### src/rtl/des_loader.sv
// DES loader: assembles a 16-byte frame (8 key bytes, then 8 plaintext bytes)
// from the asynchronous Xmega byte interface, then hands the block to the DES core.
// The core is started once it is idle, and the loader waits for its done pulse.
// Optional feature: define DES_LOADER_PARITY_EN to check every key byte for odd
// parity before starting DES. A bad key sets err[2] and drops the frame.
// Without the macro, parity is ignored and err[2] stays 0.

module des_loader #(
    parameter int TIMEOUT = 50000000
) (
    input  logic        clk_in,
    input  logic        rst,
    input  logic [7:0]  cm_data,
    input  logic        cm_strobe,
    input  logic        des_busy,
    input  logic        des_done,
    output logic [63:0] des_key,
    output logic [63:0] des_block,
    output logic        des_start,
    output logic [3:0]  byte_cnt,
    output logic [2:0]  state,
    output logic [2:0]  err
);

    typedef enum logic [2:0] {
        IDLE  = 3'd0,
        KEY   = 3'd1,
        TEXT  = 3'd2,
        START = 3'd3,
        WAIT  = 3'd4
    } state_t;

    // The counter only has to reach TIMEOUT-1, so clog2(TIMEOUT) bits are enough.
    localparam int TW = (TIMEOUT > 1) ? $clog2(TIMEOUT) : 1;
    localparam logic [TW-1:0] TMO_LAST = TW'(TIMEOUT - 1);

    logic [2:0]    strobeSync_q;
    logic [7:0]    dataSync0_q;
    logic [7:0]    dataSync1_q;
    logic          strobeEdge;

    state_t        state_q;
    logic [63:0]   key_q;
    logic [63:0]   block_q;
    logic [3:0]    byteCnt_q;
    logic [2:0]    err_q;
    logic [TW-1:0] tmoCnt_q;

    // Byte slot within the key or block, MSB first.
    // byte_cnt 0..7 selects a key byte, and 8..15 selects a block byte.
    logic [5:0]    slotLsb;
    assign slotLsb = {~byteCnt_q[2:0], 3'b000};

`ifdef DES_LOADER_PARITY_EN
    function automatic logic keyParityOk(input logic [63:0] k);
        logic ok;
        ok = 1'b1;
        for (int i = 0; i < 8; i++) begin
            if (!(^k[8*i +: 8])) ok = 1'b0;
        end
        return ok;
    endfunction
`endif

    // Two-flop synchronizers for strobe and data.
    // A third strobe flop holds the previous synchronized value for edge detection.
    always_ff @(posedge clk_in or negedge rst) begin
        if (!rst) begin
            strobeSync_q <= 3'b000;
            dataSync0_q  <= 8'h00;
            dataSync1_q  <= 8'h00;
        end else begin
            strobeSync_q <= {strobeSync_q[1:0], cm_strobe};
            dataSync0_q  <= cm_data;
            dataSync1_q  <= dataSync0_q;
        end
    end

    assign strobeEdge = strobeSync_q[1] & ~strobeSync_q[2];

    // Frame FSM.
    // Captures bytes, enforces the inter-byte timeout, and records sticky errors.
    always_ff @(posedge clk_in or negedge rst) begin
        if (!rst) begin
            state_q   <= IDLE;
            key_q     <= 64'h0;
            block_q   <= 64'h0;
            byteCnt_q <= 4'd0;
            err_q     <= 3'b000;
            tmoCnt_q  <= '0;
        end else begin
            case (state_q)
                IDLE: begin
                    tmoCnt_q <= '0;
                    if (strobeEdge) begin
                        key_q[63:56] <= dataSync1_q;
                        byteCnt_q    <= 4'd1;
                        state_q      <= KEY;
                    end
                end
                KEY: begin
                    if (strobeEdge) begin
                        key_q[slotLsb +: 8] <= dataSync1_q;
                        tmoCnt_q            <= '0;
                        byteCnt_q           <= byteCnt_q + 4'd1;
                        if (byteCnt_q == 4'd7) state_q <= TEXT;
                    end else if (tmoCnt_q == TMO_LAST) begin
                        err_q[0]  <= 1'b1;
                        byteCnt_q <= 4'd0;
                        tmoCnt_q  <= '0;
                        state_q   <= IDLE;
                    end else begin
                        tmoCnt_q <= tmoCnt_q + TW'(1);
                    end
                end
                TEXT: begin
                    if (strobeEdge) begin
                        block_q[slotLsb +: 8] <= dataSync1_q;
                        tmoCnt_q              <= '0;
                        if (byteCnt_q == 4'd15) begin
                            byteCnt_q <= 4'd0;
`ifdef DES_LOADER_PARITY_EN
                            if (keyParityOk(key_q)) begin
                                state_q <= START;
                            end else begin
                                err_q[2] <= 1'b1;
                                state_q  <= IDLE;
                            end
`else
                            state_q <= START;
`endif
                        end else begin
                            byteCnt_q <= byteCnt_q + 4'd1;
                        end
                    end else if (tmoCnt_q == TMO_LAST) begin
                        err_q[0]  <= 1'b1;
                        byteCnt_q <= 4'd0;
                        tmoCnt_q  <= '0;
                        state_q   <= IDLE;
                    end else begin
                        tmoCnt_q <= tmoCnt_q + TW'(1);
                    end
                end
                START: begin
                    tmoCnt_q <= '0;
                    if (strobeEdge) err_q[1] <= 1'b1;
                    if (!des_busy) state_q <= WAIT;
                end
                WAIT: begin
                    tmoCnt_q <= '0;
                    if (strobeEdge) err_q[1] <= 1'b1;
                    if (des_done) state_q <= IDLE;
                end
                default: begin
                    state_q <= IDLE;
                end
            endcase
        end
    end

    // The start pulse is decoded from the registered state and the live busy input.
    // This fires it in the first START cycle where the core is free.
    // START is left on that same edge, so the pulse lasts exactly one cycle.
    assign des_start = (state_q == START) && !des_busy;

    assign des_key   = key_q;
    assign des_block = block_q;
    assign byte_cnt  = byteCnt_q;
    assign state     = state_q;
    assign err       = err_q;

endmodule
### config.mk
export PLATFORM = sky130hd
export DESIGN_NAME = des_loader
export DESIGN_NICKNAME = d
export VERILOG_FILES = /design/src/rtl/des_loader.sv
export SDC_FILE = /design/constraint.sdc
export NUM_CORES = 1
export LEC_CHECK = 0
export ABC_AREA = 1
export CORE_ASPECT_RATIO = 0.75
export CORE_MARGIN = 8
export CORE_UTILIZATION = 52
export DETAILED_ROUTE_END_ITERATION = 8
export PLACE_DENSITY = 0.8
export SETUP_SLACK_MARGIN = 0.1
export SLEW_MARGIN = 20
export SYNTH_ARGS = -nofsm -noshare
export SYNTH_HDL_FRONTEND = slang
export SYNTH_SLANG_ARGS = --single-unit
### constraint.sdc
create_clock -name clk_in -period 2.64 [get_ports clk_in]
set_input_delay 0.264 -clock clk_in [delete_from_list [all_inputs] [get_ports clk_in]]
set_output_delay 0.264 -clock clk_in [all_outputs]
set_load 0.05 [all_outputs]
==> impl_table.tex, run 1 <==
\begin{tabular}{lr}
\hline
Metric & Value \\
\hline
\multicolumn{2}{l}{\textbf{Run status}} \\
\quad Result of the run & finished clean \\
\multicolumn{2}{l}{\textbf{Placement}} \\
\quad Standard cell area after detailed placement & between 0.009 and 0.01 sq mm \\
\quad Detailed placer's ending HPWL & approximately 14000 um \\
\quad GPL Wtd Cong & between 0.9 and 1 \\
\quad Port-buffer cells & 150 \\
\multicolumn{2}{l}{\textbf{Drt}} \\
\quad Routed length per placed instance & 17.3 um \\
\quad Vias & a little over 6k \\
\quad Routed Wire Length & between 20000 and 25000 um \\
\quad Final routed DRC violation total & 0 \\
\quad Post-detailed-route count of antenna-violating nets & 0 \\
\quad Drt first-iter violations & roughly 550 \\
\quad Detailed-route vias per instance & approximately 5.3 \\
\quad Detailed-router iteration count before antenna repair & 5 \\
\multicolumn{2}{l}{\textbf{Timing}} \\
\quad Layout Skew & 0.0109 ns \\
\quad Final critical-path share of the clock period & between 90\% and 100\% \\
\quad RSZ-0062 raised after global routing & true \\
\quad Number of pins with negative max-slew slack in the final report & 0 \\
\quad Transition time at the pin with the least slew margin & $\sim$0.90 ns \\
\quad Peak clock frequency supported by timing & $\sim$0.42 GHz \\
\quad Final worst path period need & $\sim$2.4 ns \\
\quad Number of failing setup endpoints in the final timing report & 0 \\
\quad Total negative setup slack & 0 ns \\
\quad Hold violation total from the final report & 0 \\
\quad Worst max-slew margin expressed relative to the limit & slightly below 40\% \\
\multicolumn{2}{l}{\textbf{Yosys}} \\
\quad Most instantiated library cell after synthesis & nand2\_1 \\
\quad Number of enable-type register cells in the synthesized netlist & 0 \\
\quad Fraction of post-synthesis cell area in the top cell type by area & between 50\% and 60\% \\
\quad Post-Synthesis Cells & roughly 800 \\
\quad Total standard cell area after synthesis & roughly 0.0078 sq mm \\
\quad Cell taking the most area after synthesis & dfrtp\_1 \\
\quad Proportion of synthesized flip-flops having asynchronous set or reset & 100\% \\
\quad Flops \& latches, synth & 182 \\
\quad Synth warn & 1 \\
\quad Ys flop type & dfrtp\_1 \\
\quad Seq/Total Area, Yosys & 58.6\% \\
\quad Cell types with the highest counts after synthesis & nand2\_1, dfrtp\_1, o21ai\_0 \\
\quad Number of library cell types mapped by synthesis & 36 \\
\quad Syn\_area\_per\_cell & around 9.5 sq um \\
\quad Leading post-synthesis cells by cell area & dfrtp\_1, nand2\_1, o21ai\_0 \\
\quad Mapped Nets & 836 \\
\multicolumn{2}{l}{\textbf{Finish}} \\
\quad Nets@finish & approximately 980 \\
\quad Share of cells above drive strength 1 & between 10\% and 20\% \\
\quad Count of fill cells added during filler insertion & about 1.2k \\
\quad Cell area after layout & between 0.009 and 0.01 sq mm \\
\quad Area Growth Syn to Fin & 28.4\% \\
\quad Final core utilization & between 60 and 70\% \\
\quad Inserted Diodes & 0 \\
\multicolumn{2}{l}{\textbf{Power and ir drop}} \\
\quad LEAKAGE & approximately 4.5 nW \\
\quad Pwr Density & roughly 1200 mW/mm\^{}2 \\
\quad Peak supply drop & around 1.1 mV \\
\multicolumn{2}{l}{\textbf{Setup path}} \\
\quad Endpoint kind of the worst setup timing path & output pin \\
\quad Arrival time of the worst setup path & 2.12 ns \\
\quad Worst-path cell with the longest stage delay & clkdlybuf4s50\_1 \\
\quad Worst-case register-to-register setup slack & between 0.2 and 0.3 ns \\
\quad Crit start category & register \\
\quad Worst reg2reg endpoint & des\_key[2] \\
\quad Critical Path Max Stage Delay & 0.82 ns \\
\quad Crit path buf inv count & 1 \\
\quad Logic depth of the worst register-to-register path & 6 \\
\quad Data required time of the worst path & approximately 2.4 ns \\
\quad Critical path cell sequence & nand3\_1 > nor2\_1 > clkdlybuf4s50\_1 \\
\quad Start of the worst register-to-register path & byte\_cnt[1] \\
\quad Crit path max fanout & 7 \\
\quad Path type of the worst setup path & reg -> out \\
\quad Top cell family by delay on the critical path & buffers and inverters \\
\multicolumn{2}{l}{\textbf{Clock tree}} \\
\quad Clock transition at path regs & $\sim$0.070 ns \\
\quad Sink count of the clock tree & about 180 \\
\quad Max Root-Sink Buffers & 2 \\
\quad Number of buffers created by CTS & 17 \\
\quad Clock Tree Root & clkbuf\_16 \\
\quad Clock Latency Late Sink & 0.43 ns \\
\quad Post-CTS setup repair buffer count & 0 \\
\quad CTS tree & done \\
\quad H-Tree Level Count & 4 \\
\quad PostCTS Resize Cnt & 0 \\
\multicolumn{2}{l}{\textbf{Job}} \\
\quad Total of max-cap violations & 0 \\
\multicolumn{2}{l}{\textbf{Global routing}} \\
\quad Number of antenna violations at the first check in global routing & 0 \\
\quad GRT Overall Usage & between 20 and 25\% \\
\quad First-pass GRT wire length & between 30000 and 40000 um \\
\quad Vias in the first global route & $\sim$6k \\
\quad Aggregate global routing overflow & 0 \\
\quad Maximum number of pins on one net before global-route repair & between 50 and 60 \\
\multicolumn{2}{l}{\textbf{Floorplan}} \\
\quad Initial core utilization & a little over half \\
\quad Std-Cell Rows & 38 \\
\quad Die Span Y & between 100 and 150 um \\
\quad Core region area & 0.0145 sq mm \\
\quad Die extent in x & approximately 160 um \\
\quad Floorplan die area & 0.0192 sq mm \\
\quad Num ports & approximately 150 \\
\multicolumn{2}{l}{\textbf{Hold path}} \\
\quad Startpoint of the tightest hold check path & cm\_strobe \\
\quad Worst hold endpoint & strobeSync\_q[0] \\
\quad Worst hold path depth & 1 \\
\quad Hold Crit Class & in -> reg \\
\hline
\end{tabular}
-- stage by stage --
step	worst slack [ns]	instances	hold WS, ns	total power, mW
2_1_floorplan	0.344	820	-0.0316	7.36
5_1_grt	0.0923	1178	0.255	12.2
3_3_place_gp	0.362	1145	0.213	9.09
3_5_place_dp	0.314	1145	0.223	9.17
4_1_cts	0.243	1178	0.254	11.7
6_report	0.261	1178	0.265	11.7
-- repair_timing --
action                                  in CTS  in global routing
endpoints found under the setup margin       0                  2
hold endpoints to repair                    41                  0
hold buffers                                 1                  0
-- cell families after synthesis --
logic type | Yosys count | synth area share, %
AND/OR/NAND/NOR | 366 | 21.0
flip-flops | 182 | 58.6
AO/OA/AOI/OAI | 170 | 13.2
buffers and inverters | 88 | 5.52
XOR/XNOR | 10 | 1.13
adder cells (fa/ha/maj) | 3 | 0.483
other | 1 | 0.0483
-- state kept, by name, summed over array words and instances (netlist names) --
register / flops
state: 3
strobeSync_q: 3
des_key: 64
dataSync1_q: 8
err: 2
des_block: 64
byte_cnt: 4
dataSync0_q: 8
tmoCnt_q: 26
-- placed cells by master (no fill, tap or decap), drive strengths merged, types with 5 or more instances in the layout --
cell type      synthesis  routed
nand2                253     253
nor3                   5       5
o22ai                  6       6
xor2                  10      10
inv                   57      63
nand3                 41      41
a21oi                 15      15
o21ai                136     136
nor2                  54      54
nand4                  6       6
buf                   23       7
clkbuf                 8      18
a31oi                  8       8
clkdlybuf4s50          0     149
dfrtp                182     182
-- worst max path at each step --
stage / cells past startpoint / endpoint / from
after floorplan: 8 / des_block[6] / byte_cnt[0]
final: 3 / des_start / state[1]
after global placement: 6 / des_block[2] / byte_cnt[1]
after global routing: 7 / des_key[2] / byte_cnt[1]
after detailed placement: 6 / des_key[0] / byte_cnt[1]
after CTS: 4 / des_start / state[2]
-- power by group --
group | switching (mW) | internal, mW
clock | 1.18 | 1.35
combinational | 3.67 | 1.56
sequential | 0.464 | 3.44
-- final cells by class --
cell class | count | area [sq um] | area share, %
Sequential cell | 182 | 4550 | 45.6
Multi-Input combinational cell | 550 | 2790 | 27.9
Timing Repair Buffer | 157 | 1580 | 15.9
Clock buffer | 18 | 429 | 4.30
Tap cell | 200 | 250 | 2.51
Inverter | 57 | 214 | 2.14
Clock inverter | 14 | 163 | 1.63
-- metal layers --
metal  share of wire (%)  wire length, um  global-route usage, %  vias up
met5                   0                0                      0        -
met4                 1.2              248                   5.69        0
met3                 9.0             1840                   6.94       26
met2                  44             8920                   32.3      232
met1                  46             9370                   31.2     2989
li1                    -                -                      -     2984
Note: power is estimated with default switching activity, not from simulation.
==> run 2: changes to the inputs <==
- CAP_MARGIN: not set -> 20
==> results of run 2 <==
Final layout, timing and power as in run 1 (identical DEF).
==> run 3: changes to the inputs <==
- GPL_TIMING_DRIVEN: not set -> 0
- SLEW_MARGIN: 20 -> not set
==> run 3 against run 2 <==
Against the previous run:
- cell count grew 2.2%
- wire length grew 4.2%
- hold slack gained 0.0073 ns
- final area grew 1.7%
- total power grew 0.76%
- sequential power is essentially flat
- clock power is essentially flat
- fmax grew 0.38%
- clock-buffer cell count shrank 1
==> impl_table.tex, run 3 (synthesized netlist as in run 1, its figures left out) <==
\begin{tabular}{lr}
\hline
Metric & Value \\
\hline
\multicolumn{2}{l}{\textbf{Run status}} \\
\quad Result of the run & finished clean \\
\multicolumn{2}{l}{\textbf{Floorplan}} \\
\quad Die Span Y & 122 um (unchanged) \\
\quad Std-Cell Rows & 38 (unchanged) \\
\quad Initial core utilization & 53.4\% (unchanged) \\
\quad Num ports & 152 (unchanged) \\
\quad Die extent in x & 157 um (unchanged) \\
\quad Floorplan die area & 0.0192 sq mm (unchanged) \\
\quad Core region area & 0.0145 sq mm (unchanged) \\
\multicolumn{2}{l}{\textbf{Drt}} \\
\quad Vias & 6328 (+1.6\%) \\
\quad Drt first-iter violations & 402 (-27\%) \\
\quad Routed length per placed instance & 17.6 um (+1.9\%) \\
\quad Routed Wire Length & 21200 um (+4.2\%) \\
\quad Detailed-router iteration count before antenna repair & 5 (unchanged) \\
\quad Post-detailed-route count of antenna-violating nets & 0 (unchanged) \\
\quad Final routed DRC violation total & 0 (unchanged) \\
\quad Detailed-route vias per instance & 5.26 (-0.64\%) \\
\multicolumn{2}{l}{\textbf{Finish}} \\
\quad Final core utilization & 69.8\% (+1.2 points) \\
\quad Leading cell types in the layout, fill and taps excluded & nand2\_1, dfrtp\_1, clkdlybuf4s50\_1, o21ai\_0, inv\_1 \\
\quad Share of cells above drive strength 1 & 13.3\% (+1.6 points) \\
\quad Inserted Diodes & 0 (unchanged) \\
\quad Nets@finish & 1007 (+2.7\%) \\
\quad Layout Cells excl Fill & 1204 (+2.2\%) \\
\quad Area Growth Syn to Fin & 30.6\% \\
\quad Most frequent standard cell in the layout excluding fill and tap cells & nand2\_1 \\
\quad Cell area after layout & 0.0102 sq mm (+1.7\%) \\
\quad Count of fill cells added during filler insertion & 1152 (-0.95\%) \\
\multicolumn{2}{l}{\textbf{Placement}} \\
\quad Worst-case setup slack after placement & 0.301 ns (-0.0131 ns) \\
\quad Standard cell area after detailed placement & 0.00956 sq mm (+1.9\%) \\
\quad Number of instances in the placed design & 1171 (+2.3\%) \\
\quad Port-buffer cells & 150 (unchanged) \\
\quad Detailed placer's ending HPWL & 15100 um (+5.4\%) \\
\quad GPL Wtd Cong & 0.888 (-2.6\%) \\
\multicolumn{2}{l}{\textbf{Setup path}} \\
\quad Crit path max fanout & 7 (unchanged) \\
\quad Critical Path Max Stage Delay & 0.82 ns (about the same) \\
\quad Start of the worst register-to-register path & byte\_cnt[0] \\
\quad Worst-path cell with the longest stage delay & clkdlybuf4s50\_1 \\
\quad Crit start category & register \\
\quad Worst setup path startpoint & state[1] \\
\quad Critical path cell sequence & nand3\_1 > nor2\_1 > clkdlybuf4s50\_1 \\
\quad Endpoint kind of the worst setup timing path & output pin \\
\quad Arrival time of the worst setup path & 2.11 ns (about the same) \\
\quad Data required time of the worst path & 2.38 ns (about the same) \\
\quad Path type of the worst setup path & reg -> out \\
\multicolumn{2}{l}{\textbf{Power and ir drop}} \\
\quad Reg power frac & 33.1\% (-0.4 points) \\
\quad Switching component of the power & 5.35 mW (+0.71\%) \\
\quad Peak supply drop & 0.906 mV (-21\%) \\
\quad Post-layout power & 11.7 mW (+0.76\%) \\
\quad Logic pwr share & 45.1\% (+0.3 points) \\
\quad Sw Share & 45.5\% (about the same) \\
\quad Relative contribution of the clock network to total power & 21.8\% (about the same) \\
\quad LEAKAGE & 4.55 nW (+2.3\%) \\
\quad Pwr Density & 1160 mW/mm\^{}2 (-0.94\%) \\
\quad Internal power & 6.40 mW (+0.81\%) \\
\multicolumn{2}{l}{\textbf{Timing}} \\
\quad RSZ-0062 raised after global routing & false \\
\quad Total negative setup slack & 0 ns (unchanged) \\
\quad Number of pins with negative max-slew slack in the final report & 0 (unchanged) \\
\quad Number of failing setup endpoints in the final timing report & 0 (unchanged) \\
\quad Worst max-slew margin expressed relative to the limit & 40.9\% (+1.2 points) \\
\quad Layout Skew & 0.00929 ns (-0.00158 ns) \\
\quad Peak clock frequency supported by timing & 0.422 GHz (+0.38\%) \\
\quad Final worst path period need & 2.37 ns (-0.00891 ns) \\
\quad Worst path setup slack after routing & 0.270 ns (+0.00891 ns) \\
\quad Final critical-path share of the clock period & 89.8\% (-0.34 points) \\
\quad Post-Route Hold Slack & 0.272 ns (+0.00731 ns) \\
\quad Transition time at the pin with the least slew margin & 0.887 ns (-0.0167 ns) \\
\quad Hold violation total from the final report & 0 (unchanged) \\
\multicolumn{2}{l}{\textbf{Clock tree}} \\
\quad Max Root-Sink Buffers & 2 (unchanged) \\
\quad H-Tree Level Count & 4 (unchanged) \\
\quad Clock Tree Root & clkbuf\_16 \\
\quad CTS tree & done \\
\quad Clock transition at path regs & 0.08 ns (about the same) \\
\quad Clock Latency Late Sink & 0.42 ns (about the same) \\
\quad Sink count of the clock tree & 182 (unchanged) \\
\quad PostCTS Resize Cnt & 0 (unchanged) \\
\quad Number of buffers created by CTS & 17 (unchanged) \\
\multicolumn{2}{l}{\textbf{Job}} \\
\quad Total of max-cap violations & 0 (unchanged) \\
\multicolumn{2}{l}{\textbf{Global routing}} \\
\quad Aggregate global routing overflow & 0 (unchanged) \\
\quad Number of antenna violations at the first check in global routing & 0 (unchanged) \\
\quad Maximum number of pins on one net before global-route repair & 106 (+80\%) \\
\quad First-pass GRT wire length & 34000 um (+3.3\%) \\
\quad GRT Overall Usage & 22.7\% (+0.73 points) \\
\quad Vias in the first global route & 6239 (+3.5\%) \\
\multicolumn{2}{l}{\textbf{Hold path}} \\
\quad Startpoint of the tightest hold check path & cm\_strobe \\
\quad Hold Crit Class & in -> reg \\
\hline
\end{tabular}
-- run 3: cell types whose count changed in the layout (fill, tap and decap cells not counted), sizes merged --
cell and change:
buf +18, clkbuf +7, inv +3, clkinvlp -2
-- run 3: per-layer routing --
metal	GRT usage, %	wire, um	vias up
li1	-	-	3031
met1	31.6	9650	3064
met2	34.3	9340	218
met3	7.75	2060	15
met4	4.69	184	0
met5	0	0	-
-- run 3: final timing paths --
| path | endpoint | slack [ns] | depth (start not counted) |
|---|---|---|---|
| min reg2reg | dataSync1_q[5] | 0.35 | 0 |
| min | strobeSync_q[0] | 0.27 | 1 |
| max in group asynchronous | des_block[25] | 1.31 | 3 |
| max reg2reg | des_key[7] | 0.32 | 7 |
| max | des_start | 0.27 | 3 |
| min in group asynchronous | dataSync0_q[3] | 0.39 | 2 |
-- run 3: critical path: cells and delay by family, from the launching register on --
| kind | cells | cell delay (ns) |
|---|---|---|
| buffers and inverters | 1 | 0.82 |
| and+or+nand+nor | 2 | 0.30 |
| DFF | 1 | 0.57 |
-- run 3: layout make-up --
| type | instances | area [sq um] | area share, % |
|---|---|---|---|
| Buffer | 31 | 215 | 2.12 |
| Clock buffer | 17 | 425 | 4.19 |
| Clock inverter | 15 | 161 | 1.59 |
| Inverter | 57 | 214 | 2.11 |
| Multi-Input combinational cell | 550 | 2790 | 27.5 |
| Sequential cell | 182 | 4550 | 44.9 |
| Tap cell | 200 | 250 | 2.46 |
| Timing Repair Buffer | 152 | 1540 | 15.2 |
-- run 3: power by group through the flow --
stage / clock network, mW / logic [mW] / registers, mW
global placement: 0 / 5.24 / 3.91
floorplan: 0 / 1.30 / 6.05
detailed placement: 0 / 5.30 / 3.93
finish: 2.56 / 5.30 / 3.89
CTS: 2.58 / 5.33 / 3.89
global route: 2.69 / 5.61 / 3.97
-- run 3: timing repair --
action	4_1_cts	5_1_grt
hold buffers	1	0
endpoints found under the hold margin	77	0
setup endpoints to repair	0	2
setup buffers	0	0
